==> config.mk <==
export PLATFORM = sky130hd
export DESIGN_NAME = vram_stroke_writer
export DESIGN_NICKNAME = d
export VERILOG_FILES = /design/src/rtl/vram_stroke_writer.sv
export SDC_FILE = /design/constraint.sdc
export NUM_CORES = 1
export LEC_CHECK = 0
export BUFFER_PORTS_ARGS = -buffer_cell sky130_fd_sc_hd__buf_2
export CORE_MARGIN = 3
export CORE_UTILIZATION = 55
export DETAILED_ROUTE_END_ITERATION = 6
export GPL_ROUTABILITY_DRIVEN = 0
export HOLD_SLACK_MARGIN = 0.15
export PLACE_DENSITY_LB_ADDON = 0.05
export SETUP_SLACK_MARGIN = 0.05
export SYNTH_ARGS = -nofsm -noshare
export SYNTH_HDL_FRONTEND = slang
export SYNTH_SLANG_ARGS = --single-unit
==> constraint.sdc <==
create_clock -name clk -period 4.44 [get_ports clk]
set_input_delay 0.444 -clock clk [delete_from_list [all_inputs] [get_ports clk]]
set_output_delay 0.444 -clock clk [all_outputs]
set_load 0.03 [all_outputs]
==> src/rtl/vram_stroke_writer.sv <==
// ----------------------------------------------------------------------------
// vram_stroke_writer
//
// This block drives the write port of the VRAM block RAM. The display
// controller owns the read port.
//   - After reset, or when clear_req is seen, it writes CLEAR_COLOR to every
//     VRAM word.
//   - Otherwise it stamps a square brush of the latched pen colour, centred on
//     each new touch coordinate that is valid and in range.
//
// Ports
//   clk           system clock; all logic runs on posedge
//   rst           asynchronous, active-high reset
//   clear_req     level; when seen in idle or paint, starts a full clear
//   touch_valid   touch point valid (from the touch controller)
//   touch_x/y     touch coordinate, 9 bits each
//   pen_color     brush colour; sampled when a stamp is accepted
//   vram_wr_ena   VRAM write enable (registered)
//   vram_wr_addr  VRAM write address, y*DISPLAY_WIDTH + x (registered)
//   vram_wr_data  VRAM write data (registered)
//   busy          high while clearing or painting
//   clear_done    one-cycle pulse when a clear completes
// ----------------------------------------------------------------------------
module vram_stroke_writer #(
  parameter int                DISPLAY_WIDTH  = 240,
  parameter int                DISPLAY_HEIGHT = 320,
  parameter int                VRAM_L         = DISPLAY_WIDTH * DISPLAY_HEIGHT,
  parameter int                VRAM_W         = 16,
  parameter int                BRUSH_R        = 1,
  parameter logic [VRAM_W-1:0] CLEAR_COLOR    = '0
) (
  input  logic                      clk,
  input  logic                      rst,
  input  logic                      clear_req,
  input  logic                      touch_valid,
  input  logic [8:0]                touch_x,
  input  logic [8:0]                touch_y,
  input  logic [VRAM_W-1:0]         pen_color,
  output logic                      vram_wr_ena,
  output logic [$clog2(VRAM_L)-1:0] vram_wr_addr,
  output logic [VRAM_W-1:0]         vram_wr_data,
  output logic                      busy,
  output logic                      clear_done
);

  localparam int ADDR_W = $clog2(VRAM_L);
  // Signed coordinate width. It must hold a 9-bit coordinate plus the brush
  // offset, including the sign.
  localparam int CW     = 12;

  localparam logic [1:0] S_IDLE     = 2'd0;
  localparam logic [1:0] S_CLEARING = 2'd1;
  localparam logic [1:0] S_PAINT    = 2'd2;

  localparam logic        [CW-1:0] W_U   = CW'(DISPLAY_WIDTH);
  localparam logic        [CW-1:0] H_U   = CW'(DISPLAY_HEIGHT);
  localparam logic signed [CW-1:0] W_S   = CW'(DISPLAY_WIDTH);
  localparam logic signed [CW-1:0] H_S   = CW'(DISPLAY_HEIGHT);
  localparam logic signed [CW-1:0] POS_R = CW'(BRUSH_R);
  localparam logic signed [CW-1:0] NEG_R = -CW'(BRUSH_R);

  // The clear counter is one bit wider than the address. This lets it reach
  // VRAM_L, which marks "all words written", even when VRAM_L is a power of two.
  localparam logic [ADDR_W:0] CLR_END = (ADDR_W + 1)'(VRAM_L);

  logic [1:0]               state;
  logic [ADDR_W:0]          clr_cnt;
  logic [8:0]               x_q, y_q;
  logic [VRAM_W-1:0]        color_q;
  logic signed [CW-1:0]     dx_q, dy_q;
  logic [8:0]               last_x, last_y;
  logic                     last_valid;

  // Touch acceptance
  logic [CW-1:0] tx_ext, ty_ext;
  logic          touch_in_range, touch_is_last, touch_new;

  assign tx_ext         = {{(CW-9){1'b0}}, touch_x};
  assign ty_ext         = {{(CW-9){1'b0}}, touch_y};
  assign touch_in_range = (tx_ext < W_U) && (ty_ext < H_U);
  assign touch_is_last  = last_valid && (touch_x == last_x) && (touch_y == last_y);
  assign touch_new      = touch_valid && touch_in_range && !touch_is_last;

  // Brush pixel for the current paint iteration
  logic signed [CW-1:0] px, py;
  logic                 pix_in;
  logic [ADDR_W-1:0]    pix_addr;
  logic                 last_iter;

  assign px = $signed({{(CW-9){1'b0}}, x_q}) + dx_q;
  assign py = $signed({{(CW-9){1'b0}}, y_q}) + dy_q;

  // Pixels that fall outside the panel are clipped. They still use their cycle.
  assign pix_in   = !px[CW-1] && (px < W_S) && !py[CW-1] && (py < H_S);
  // The address is formed at full address width so the row product is never
  // truncated. px and py are known non-negative whenever pix_in is set.
  assign pix_addr = ADDR_W'($unsigned(py)) * ADDR_W'(DISPLAY_WIDTH)
                  + ADDR_W'($unsigned(px));
  assign last_iter = (dx_q == POS_R) && (dy_q == POS_R);

  // NOTE: all state is updated with non-blocking assignments, so every
  // right-hand side sees the pre-edge values no matter the statement order.
  // NOTE: the datapath latches (x_q, color_q, ...) are reset along with the
  // control state, so the outputs never carry X after reset.
  always_ff @(posedge clk or posedge rst) begin
    if (rst) begin
      state        <= S_CLEARING;
      clr_cnt      <= '0;
      x_q          <= '0;
      y_q          <= '0;
      color_q      <= CLEAR_COLOR;
      dx_q         <= NEG_R;
      dy_q         <= NEG_R;
      last_x       <= '0;
      last_y       <= '0;
      last_valid   <= 1'b0;
      vram_wr_ena  <= 1'b0;
      vram_wr_addr <= '0;
      vram_wr_data <= CLEAR_COLOR;
      busy         <= 1'b1;
      clear_done   <= 1'b0;
    end else begin
      // Write enable and the done pulse default low. Each state raises them
      // only in the cycles where it needs them.
      vram_wr_ena <= 1'b0;
      clear_done  <= 1'b0;

      case (state)
        S_CLEARING: begin
          // clear_req is deliberately not looked at here. A running clear
          // always finishes and is never restarted.
          if (clr_cnt == CLR_END) begin
            state      <= S_IDLE;
            busy       <= 1'b0;
            clear_done <= 1'b1;
          end else begin
            vram_wr_ena  <= 1'b1;
            vram_wr_addr <= clr_cnt[ADDR_W-1:0];
            vram_wr_data <= CLEAR_COLOR;
            clr_cnt      <= clr_cnt + 1'b1;
          end
        end

        S_IDLE: begin
          busy <= 1'b0;
          if (clear_req) begin
            state   <= S_CLEARING;
            clr_cnt <= '0;
            busy    <= 1'b1;
          end else begin
            // Once the finger lifts, a touch on the same point counts as new.
            if (!touch_valid) last_valid <= 1'b0;
            if (touch_new) begin
              x_q     <= touch_x;
              y_q     <= touch_y;
              color_q <= pen_color;
              dx_q    <= NEG_R;
              dy_q    <= NEG_R;
              state   <= S_PAINT;
              busy    <= 1'b1;
            end
          end
        end

        S_PAINT: begin
          if (clear_req) begin
            // Abort the stamp. No write is issued in this cycle, and the clear
            // begins at address 0 on the next edge.
            state   <= S_CLEARING;
            clr_cnt <= '0;
          end else begin
            vram_wr_ena <= pix_in;
            if (pix_in) begin
              vram_wr_addr <= pix_addr;
              vram_wr_data <= color_q;
            end
            // Row-major walk over the brush: dx changes fastest.
            if (dx_q == POS_R) begin
              dx_q <= NEG_R;
              if (dy_q != POS_R) dy_q <= dy_q + 1'b1;
            end else begin
              dx_q <= dx_q + 1'b1;
            end
            if (last_iter) begin
              state      <= S_IDLE;
              busy       <= 1'b0;
              last_x     <= x_q;
              last_y     <= y_q;
              last_valid <= 1'b1;
            end
          end
        end

        default: begin
          state <= S_IDLE;
          busy  <= 1'b0;
        end
      endcase
    end
  end

endmodule

# Yosys cells after proc, flatten, opt, wreduce, memory -nomap -nowiden
# Cells that the tools add are included.
[op_classes]
addsub = 6
n_mul = 1
n_lt_le_gt_ge = 4
eq_ne = 21
muxes = 42
n_bitwise = 1
n_reduce_logical = 26
[op_table]
columns = ["op", "n"]
rows = [
  ["12-bit two-way mux", 7],
  ["17-bit two-way mux", 3],
  ["16-bit two-way mux", 3],
  ["12-bit one-hot mux with 2 select lines", 2],
  ["18-bit two-way mux", 2],
  ["18-bit one-hot mux with 2 select lines", 1],
  ["17-bit one-hot mux with 2 select lines", 1],
  ["16-bit one-hot mux with 2 select lines", 1],
  ["10-bit by 12-bit adder with 12-bit output", 2],
  ["12-bit by 1-bit adder with 12-bit output (second input constant)", 2],
  ["12-bit by 2-bit == test with 1-bit output (second input constant)", 2],
  ["2-bit inequality test (second input constant)", 10],
  ["18-bit by 1-bit adder with 18-bit output (second input constant)", 1],
  ["18-bit by 17-bit == test with 1-bit output (second input constant)", 1],
  ["9-bit == test", 2],
  ["17-bit by 12-bit adder with 17-bit output", 1],
  ["3-bit AND reduction", 5],
  ["12-bit by 4-bit multiplier with 13-bit output (second input constant)", 1],
  ["1-bit two-way mux", 13],
  ["12-bit by 10-bit < comparator with 1-bit output (second input constant)", 1],
  ["12-bit by 9-bit < comparator with 1-bit output (second input constant)", 1],
  ["12-bit by 2-bit inequality test with 1-bit output (second input constant)", 1],
  ["2-bit two-way mux", 5],
  ["1-bit logical AND", 9],
  ["other kinds (17)", 24],
]
[totals]
reg_bits = 133
in_bits = 38
out_inout_bits = 36
word_cells = 116

# Longest topological paths before layout
# Gate-level depths: netlist of the first run.
[depth]
ltp_word = 8
ltp_mapped = 26
depth_no_buf = 25

# Worst setup path after synthesis of the first run
# No wires, ideal clock.
[synth_timing]
path_kind = "reg-to-reg"
startpoint = "register dy_q[0]"
endpoint = "register vram_wr_addr[16]"
setup_ns = 0.077
arrival_time_ns = 4.804
required_time_ns = 4.363
slack_ns = -0.441
path_stages_with_launch = 27
synth_period_minus_slack_ns = 4.881
cell_sequence = "dfstp_2 ha_1 inv_1 fa_1 nor2b_1 o21ai_0 a21boi_0 a21o_1 clkbuf_1 xnor2_1 xnor2_1 fa_1 inv_1 ha_1 o21ai_0 nor2_1 nor2_1 xnor2_1 ha_1 or3_1 o21ai_0 a21oi_1 nand3_1 nor3_1 xnor2_1 nand2_1 a21oi_1"
[synth_via]
elab_chain_cells = 6
word_cells_on_any_way = 12
[synth_lines]
columns = ["element", "line", "rtl"]
rows = [
  ["start, declared", "70", "logic signed [CW-1:0] dx_q, dy_q;"],
  ["start signal, assigned", "180", "if (dy_q != POS_R) dy_q <= dy_q + 1'b1;"],
  ["10-bit by 12-bit adder with 12-bit output (*)", "91", "assign py = $signed({{(CW-9){1'b0}}, y_q}) + dy_q;"],
  ["12-bit by 4-bit multiplier with 13-bit output / 1-bit logical NOT (equally long branches)", "97, 94", ""],
  ["17-bit by 12-bit adder with 17-bit output / 1-bit logical AND (equally long branches)", "98, 94", ""],
  ["17-bit two-way mux / 1-bit logical AND (equally long branches)", "173, 94", ""],
  ["17-bit two-way mux / 2-bit inequality test (equally long branches)", "--", ""],
  ["17-bit one-hot mux with 2 select lines / 4-bit AND reduction (equally long branches)", "--", ""],
  ["end signal, assigned", "138", "vram_wr_addr <= clr_cnt[ADDR_W-1:0];"],
  ["end signal, assigned", "174", "vram_wr_addr <= pix_addr;"],
  ["end, declared", "40", "output logic [$clog2(VRAM_L)-1:0] vram_wr_addr,"],
]
# Every way passes the cells marked *; elsewhere a longest branch is shown, timed or not. The select of a mux whose other input is x is not followed.
# A chain may end at the register's enable or synchronous reset.

# Final worst setup path of the first run
# Ends and elaborated chain as after synthesis.

==> results of run 1 <==
## layout by cell type, fill, tap and decap left out, types with 8 or more instances in the layout
master,instances
inv_1,56
mux2i_1,11
and3_1,11
fa_1,13
nand3_1,14
o21ai_1,12
nand4_1,18
clkbuf_16,17
mux2_2,49
o21ai_0,46
nor3_1,15
xnor2_2,8
dfrtp_1,107
ha_4,9
xor2_1,33
ha_1,40
a21oi_2,9
o21ai_2,14
nor2_1,50
nand2_1,97
dfstp_2,26
xnor2_1,43
buf_4,66
buf_2,73
nor2b_1,9
a21o_1,12
a21oi_1,30
nand2b_1,11
## layout make-up
| cell class | instances | share of cell area [%] |
|---|---|---|
| inverter | 62 | 2.28 |
| clock buffer | 18 | 4.21 |
| multi-input combinational | 645 | 48.9 |
| clock inverter | 14 | 1.45 |
| sequential | 133 | 32.2 |
| tap | 184 | 2.21 |
| timing repair buffer | 143 | 8.77 |
## final timing paths
check / start / end / slack [ps] / depth (start not counted)
worst max register to register: dy_q[0] / vram_wr_addr[16] / -290 / 22
worst max-delay path: dy_q[0] / vram_wr_addr[16] / -290 / 22
max in group asynchronous: rst / busy / 3270 / 3
worst min-delay path: rst / last_x[1] / 160 / 2
worst min register to register: vram_wr_data[6] / vram_wr_data[6] / 470 / 2
min in group clk: pen_color[12] / color_q[12] / 250 / 2
## layer usage
layer | routed length [um] | track usage, % | vias up
li1 | - | - | 3263
met1 | 9000 | 33.8 | 3276
met2 | 10100 | 42.5 | 141
met3 | 813 | 5.24 | 24
met4 | 278 | 6.96 | 0
met5 | 0 | 0 | -
## stage by stage
step	std cells	util [%]	TNS [ps]	setup slack, ps
floorplan	868	-	-526	-144
global placement	1154	64.1	-837	-234
detailed placement	1154	64.1	-1670	-431
CTS	1194	69.5	-940	-304
global route	1199	70.4	-1980	-493
finish	1199	70.4	-1000	-289
## worst max-delay path: stages, from the launching register on
cell and delay [ps]:
dfstp_2 550, ha_4 130, inv_2 30, fa_2 380, xor2_4 180, fa_1 510, inv_2 50, fa_1 450
ha_1 300, a21o_1 200, a211oi_2 260, nor2_1 60, nor2_1 130, xnor2_1 140, ha_2 240, or3_4 130
o21ai_2 50, a21oi_2 170, nand3_2 110, nor3_2 210, xnor2_1 150, nand2_1 80, a21oi_2 140
## state kept, by name, summed over array words and instances (netlist names)
register / flops
clr_cnt: 18
vram_wr_addr: 17
color_q: 16
vram_wr_data: 16
dx_q: 12
dy_q: 12
last_x: 9
last_y: 9
x_q: 9
y_q: 9
state: 2
busy: 1
clear_done: 1
last_valid: 1
vram_wr_ena: 1
## cell families after synthesis
| family | after synthesis |
|---|---|
| flip-flops | 133 |
| adder cells (fa/ha/maj) | 68 |
| buffers and inverters | 90 |
| XOR/XNOR | 89 |
| AND/OR/NAND/NOR | 259 |
| multiplexers | 60 |
| AO/OA/AOI/OAI | 169 |
## timing repair
action                     4_1_cts  5_1_grt
setup endpoints to repair        7        9
hold buffers                     0        0
setup buffers                   10        7
pin swaps                       45       23
gates resized for setup         32       23
==> results by group, run 1 <==
Synthesis
  – Register bit total from synthesis: 133
  – Seq/Total Area, Yosys: 39.5%
  – Mux share of post-synthesis cell area: 7.78%
  – Cell variety after synth: 66
  – Synth Area in Adders: 11.3%
  – Syn avg cell area: 9.80 um2
  – Post-Syn Instances: 868
  – Compound-gate portion of the synthesized area: 12.9%
  – Asr flop ratio synth: 100%
  – Xor and xnor area share after synthesis: 9.49%
  – Dominant cell by count in the synthesized netlist: dfrtp_1
  – Syn nets: 972
  – Post-synth top flop: dfrtp_1
  – Synth Cell Area: 8500 um2
  – Largest area contributor in the netlist: dfrtp_1
  – Synth top area cells: dfrtp_1 (31%), dfstp_2 (8.0%), ha_1 (7.5%), mux2_2 (6.5%), xnor2_1 (5.3%)
  – Commonest cells post-synth: dfrtp_1 (107), nand2_1 (97), inv_1 (61)
  – Yosys top cell area share: 31.5%
  – Number of flops mapped to enable cells by yosys: 0
  – Simple-gate share of the synthesized area: 14.6%
  – Largest family of logic cells by synthesized area: simple AND/OR/NAND/NOR gates
  – Warnings, synthesis: 0

Route
  – DR vias/cell: 5.59
  – DRC: 0
  – Initial DRT Pass Iterations: 5
  – Final wirelength: 20.2 mm
  – Detail Route Antenna Nets: 0
  – Wire per inst: 16.8 um
  – DRT iter0 DRCs: 432
  – Via count of the routed design: 6704

STA
  – Fin. max-slew vios: 0
  – Post-route setup slack: -289 ps
  – Hold Fails Final Rpt: 0
  – Slew margin rel.: 29.2%
  – Min Hold Slack: 156 ps
  – Period utilization: 107%
  – Max Fclk: 0.211 GHz
  – Clock skew: 6.68 ps
  – Post-route minimum period: 4730 ps
  – Slew @ Worst Pin: 1060 ps
  – RSZ-0062 raised after global routing: true
  – Final setup viols: 5

Placed design
  – Post-DP HPWL: 14.9 mm
  – I/O Buffers: 73
  – Placement Cell Area: 9490 um2

Cells and area
  – Area of the multi-input gates: 5100 um2
  – Design area: 10400 um2
  – Layout cells sized above 1: 32.3%
  – Nets: 1106
  – Fillers: 1120
  – P&R area growth vs syn: 22.6%
  – N_diodes: 0
  – Sequential cell area: 3360 um2

Clocking
  – Clock sinks: 133
  – Cts bufs inserted: 17
  – Max Root-Sink Buffers: 2
  – CTS tree: done
  – Clk root buf: clkbuf_16
  – Clock-pin slew on the worst setup and hold paths: 60 ps
  – H-tree levels: 4
  – Worst skew pair latency: 420 ps

GRT
  – First-pass GRT wire length: 34.0 mm
  – Number of global-route vias before repair: 6966
  – Largest net degree at the start of global routing: 62
  – Initial antenna violation count: 0
  – Gr usage total: 25.4%
  – Overflow after GRT: 0

Setup path
  – Critical path required time: 4790 ps
  – Setup crit end kind: register
  – Worst EP arrival: 5080 ps
  – Critical Path Start Type: register
  – Worst Path Max Fanout: 4
  – Crit path kind: reg2reg

Floorplan
  – Io pins: 74
  – FP Rows: 44
  – Die Ht: 130 um
  – Die area: 17000 um2
  – Core area: 14800 um2
  – Initial Util: 57.4%
  – Die width: 130 um

Run status
  – Status: complete, but fails checks
  – Failing checks: negative setup slack

Min path
  – Hold Crit Class: in2async

Run
  – Max_cap viols: 0
Power of run 1 is not shown: default switching activity piles up to over one toggle a cycle in this logic, so the estimate is an artifact.
==> run 2: changes to the inputs <==
==> config.mk (replaced) <==
export PLATFORM = sky130hd
export DESIGN_NAME = vram_stroke_writer
export DESIGN_NICKNAME = d
export VERILOG_FILES = /design/src/rtl/vram_stroke_writer.sv
export SDC_FILE = /design/constraint.sdc
export NUM_CORES = 1
export LEC_CHECK = 0
export CORE_MARGIN = 3
export CORE_UTILIZATION = 58
export DETAILED_ROUTE_END_ITERATION = 6
export DONT_BUFFER_PORTS = 1
export GPL_ROUTABILITY_DRIVEN = 0
export HOLD_SLACK_MARGIN = 0.15
export PLACE_DENSITY_LB_ADDON = 0.05
export SETUP_SLACK_MARGIN = 0.05
export SKIP_LAST_GASP = 1
export SYNTH_ARGS = -nofsm -noshare
export SYNTH_HDL_FRONTEND = slang
export SYNTH_SLANG_ARGS = --single-unit
==> run 2 against run 1 <==
Compared with the run above:
- the run still ends with negative setup slack left
- flip-flop and latch count is the same
- count of clock-buffer cells in the layout rose by 2
- routed wire length shrank 3.8%
- die area down 4.9%
- sequential share of layout area is 1.3 points higher
- global-route usage hardly changed
- utilization grew 0.69 points
- setup slack worse by 24 ps
- first-iteration DRC count is 20% lower
- critical endpoint unchanged
==> results by group, run 2 (synthesized netlist as in run 1, its figures left out) <==
GRT
  – Overflow after GRT: 0 (unchanged)
  – Number of global-route vias before repair: 6882 (was 6966)
  – Largest net degree at the start of global routing: 60 (was 62)
  – First-pass GRT wire length: 32.7 mm (was 34.0 mm)
  – Initial antenna violation count: 0 (unchanged)
  – Gr usage total: 25.4% (about the same)

Route
  – DR vias/cell: 5.80 (was 5.59)
  – DRC: 0 (unchanged)
  – Via count of the routed design: 6534 (was 6704)
  – Initial DRT Pass Iterations: 4 (was 5)
  – Detail Route Antenna Nets: 0 (unchanged)
  – Wire per inst: 17.3 um (was 16.8 um)
  – DRT iter0 DRCs: 347 (was 432)
  – Final wirelength: 19.4 mm (was 20.2 mm)

Clocking
  – H-tree levels: 4 (unchanged)
  – Clk root buf: clkbuf_16 (unchanged)
  – Worst skew pair latency: 430 ps (was 420 ps)
  – Clock-pin slew on the worst setup and hold paths: 60 ps (about the same)
  – Cts bufs inserted: 17 (unchanged)
  – Clock sinks: 133 (unchanged)
  – Max Root-Sink Buffers: 2 (unchanged)
  – CTS tree: done (unchanged)

Cells and area
  – Layout Utilization: 71.1% (was 70.4%)
  – Non-filler cells, final: 1126 (was 1199)
  – P&R area growth vs syn: 17.9% (was 22.6%)
  – Nets: 1038 (was 1106)
  – Number of flip-flops in the largest register: 18 (unchanged)
  – Top Registers: clr_cnt x18, vram_wr_addr x17 (unchanged)
  – Commonest non-fill, non-tap cell in the layout: dfrtp_1 (unchanged)
  – N_diodes: 0 (unchanged)
  – Register bank with the most flops: clr_cnt (unchanged)
  – Most frequent cells in the layout: dfrtp_1 (107), nand2_1 (97), buf_4 (69) (was dfrtp_1 (107), nand2_1 (97), buf_2 (73))
  – Layout cells sized above 1: 26.0% (was 32.3%)

STA
  – Post-route setup slack: -312 ps (was -289 ps)
  – Slew margin rel.: 31.0% (was 29.2%)
  – Slew @ Worst Pin: 1030 ps (was 1060 ps)
  – Post-route minimum period: 4750 ps (was 4730 ps)
  – Clock skew: 8.73 ps (was 6.68 ps)
  – Final setup viols: 5 (unchanged)
  – Hold Fails Final Rpt: 0 (unchanged)
  – Fin. max-slew vios: 0 (unchanged)
  – Min Hold Slack: 162 ps (was 156 ps)
  – Period utilization: 107% (about the same)
  – RSZ-0062 raised after global routing: true (unchanged)
  – Max Fclk: 0.210 GHz (was 0.211 GHz)

Floorplan
  – Initial Util: 60.3% (was 57.4%)
  – Die width: 127 um (was 130 um)
  – Core area: 14100 um2 (was 14800 um2)
  – Die Ht: 127 um (was 130 um)
  – Die area: 16200 um2 (was 17000 um2)
  – FP Rows: 43 (was 44)
  – Io pins: 74 (unchanged)

Run status
  – Status: complete, but fails checks (unchanged)
  – Failing checks: negative setup slack (unchanged)

Setup path
  – Reg2reg start: dy_q[0] (unchanged)
  – Register-to-Register Path Depth: 24 (was 22)
  – Reg2reg setup slack: -310 ps (was -290 ps)
  – Worst EP arrival: 5100 ps (was 5080 ps)
  – Critical Path Start Type: register (unchanged)
  – Critical path required time: 4790 ps (about the same)
  – Worst Path Max Fanout: 4 (unchanged)
  – Crit path kind: reg2reg (unchanged)
  – Reg-to-Reg End: vram_wr_addr[16] (unchanged)
  – Worst setup path start: dy_q[0] (unchanged)
  – Setup crit end kind: register (unchanged)

Placed design
  – Post-DP HPWL: 14.7 mm (was 14.9 mm)
  – Pre-CTS setup slack: -418 ps (was -431 ps)
  – Placed Instances: 1085 (was 1154)
  – I/O Buffers: 0 (was 73)

Min path
  – Hold path startpoint: touch_y[1]
  – Hold Crit Depth: 2
  – Hold EP: y_q[1]
  – Hold Crit Class: in2reg (was in2async)

Run
  – Max_cap viols: 0 (unchanged)
## run 2: area by class of cell
type / instances / area [um2]
tap: 180 / 225
multi-input combinational: 645 / 5010
inverter: 62 / 235
clock inverter: 11 / 151
fill: 1036 / 4070
sequential: 133 / 3360
timing repair buffer: 75 / 591
clock buffer: 20 / 447
## run 2: worst max-delay path by stage
| stage | endpoint | slack (ps) | depth (start not counted) |
|---|---|---|---|
| after global routing | vram_wr_addr[16] | -550 | 24 |
| after detailed placement | vram_wr_addr[16] | -420 | 20 |
| after floorplan | vram_wr_addr[16] | -140 | 22 |
| final | vram_wr_addr[16] | -310 | 24 |
| after CTS | vram_wr_addr[16] | -310 | 22 |
| after global placement | vram_wr_addr[12] | -220 | 21 |
## run 2: timing repair
item / CTS / global route
endpoints found under the setup margin: 7 / 8
hold buffers: 3 / 0
setup buffers: 4 / 4
resized for setup: 17 / 29
pin swaps: 22 / 32
hold endpoints to repair: 53 / 0
## run 2: metrics by stage
stage,area (um2),setup TNS [ps]
detailed placement,9180,-1920
global placement,9180,-958
finish,10000,-1340
CTS,9870,-1290
global route,10000,-2700
floorplan,8590,-526
## run 2: layer usage
layer  share of wire [%]  global-route usage [%]  wire length, um
met1                  42                    31.4             8180
met2                  50                    43.0             9730
met3                 5.0                    6.44              980
met4                 2.8                    9.59              538
met5                   0                       0                0
## run 2: critical path: stages, from the launching register on
cell and delay, ps:
dfstp_2 540, ha_4 130, inv_2 30, fa_2 380
xor2_2 170, buf_4 140, inv_1 100, ha_4 220
xnor2_2 140, fa_1 520, inv_1 70, ha_4 260
nor2b_1 130, o21ai_0 170, nand2b_1 110, xor2_1 170
ha_1 290, or3_4 390, o21ai_2 70, a21oi_2 60
nand3_2 110, nor3_2 50, xnor2_1 170, nand2_1 90
a21oi_1 170
Power of run 2 is left out for the same reason.
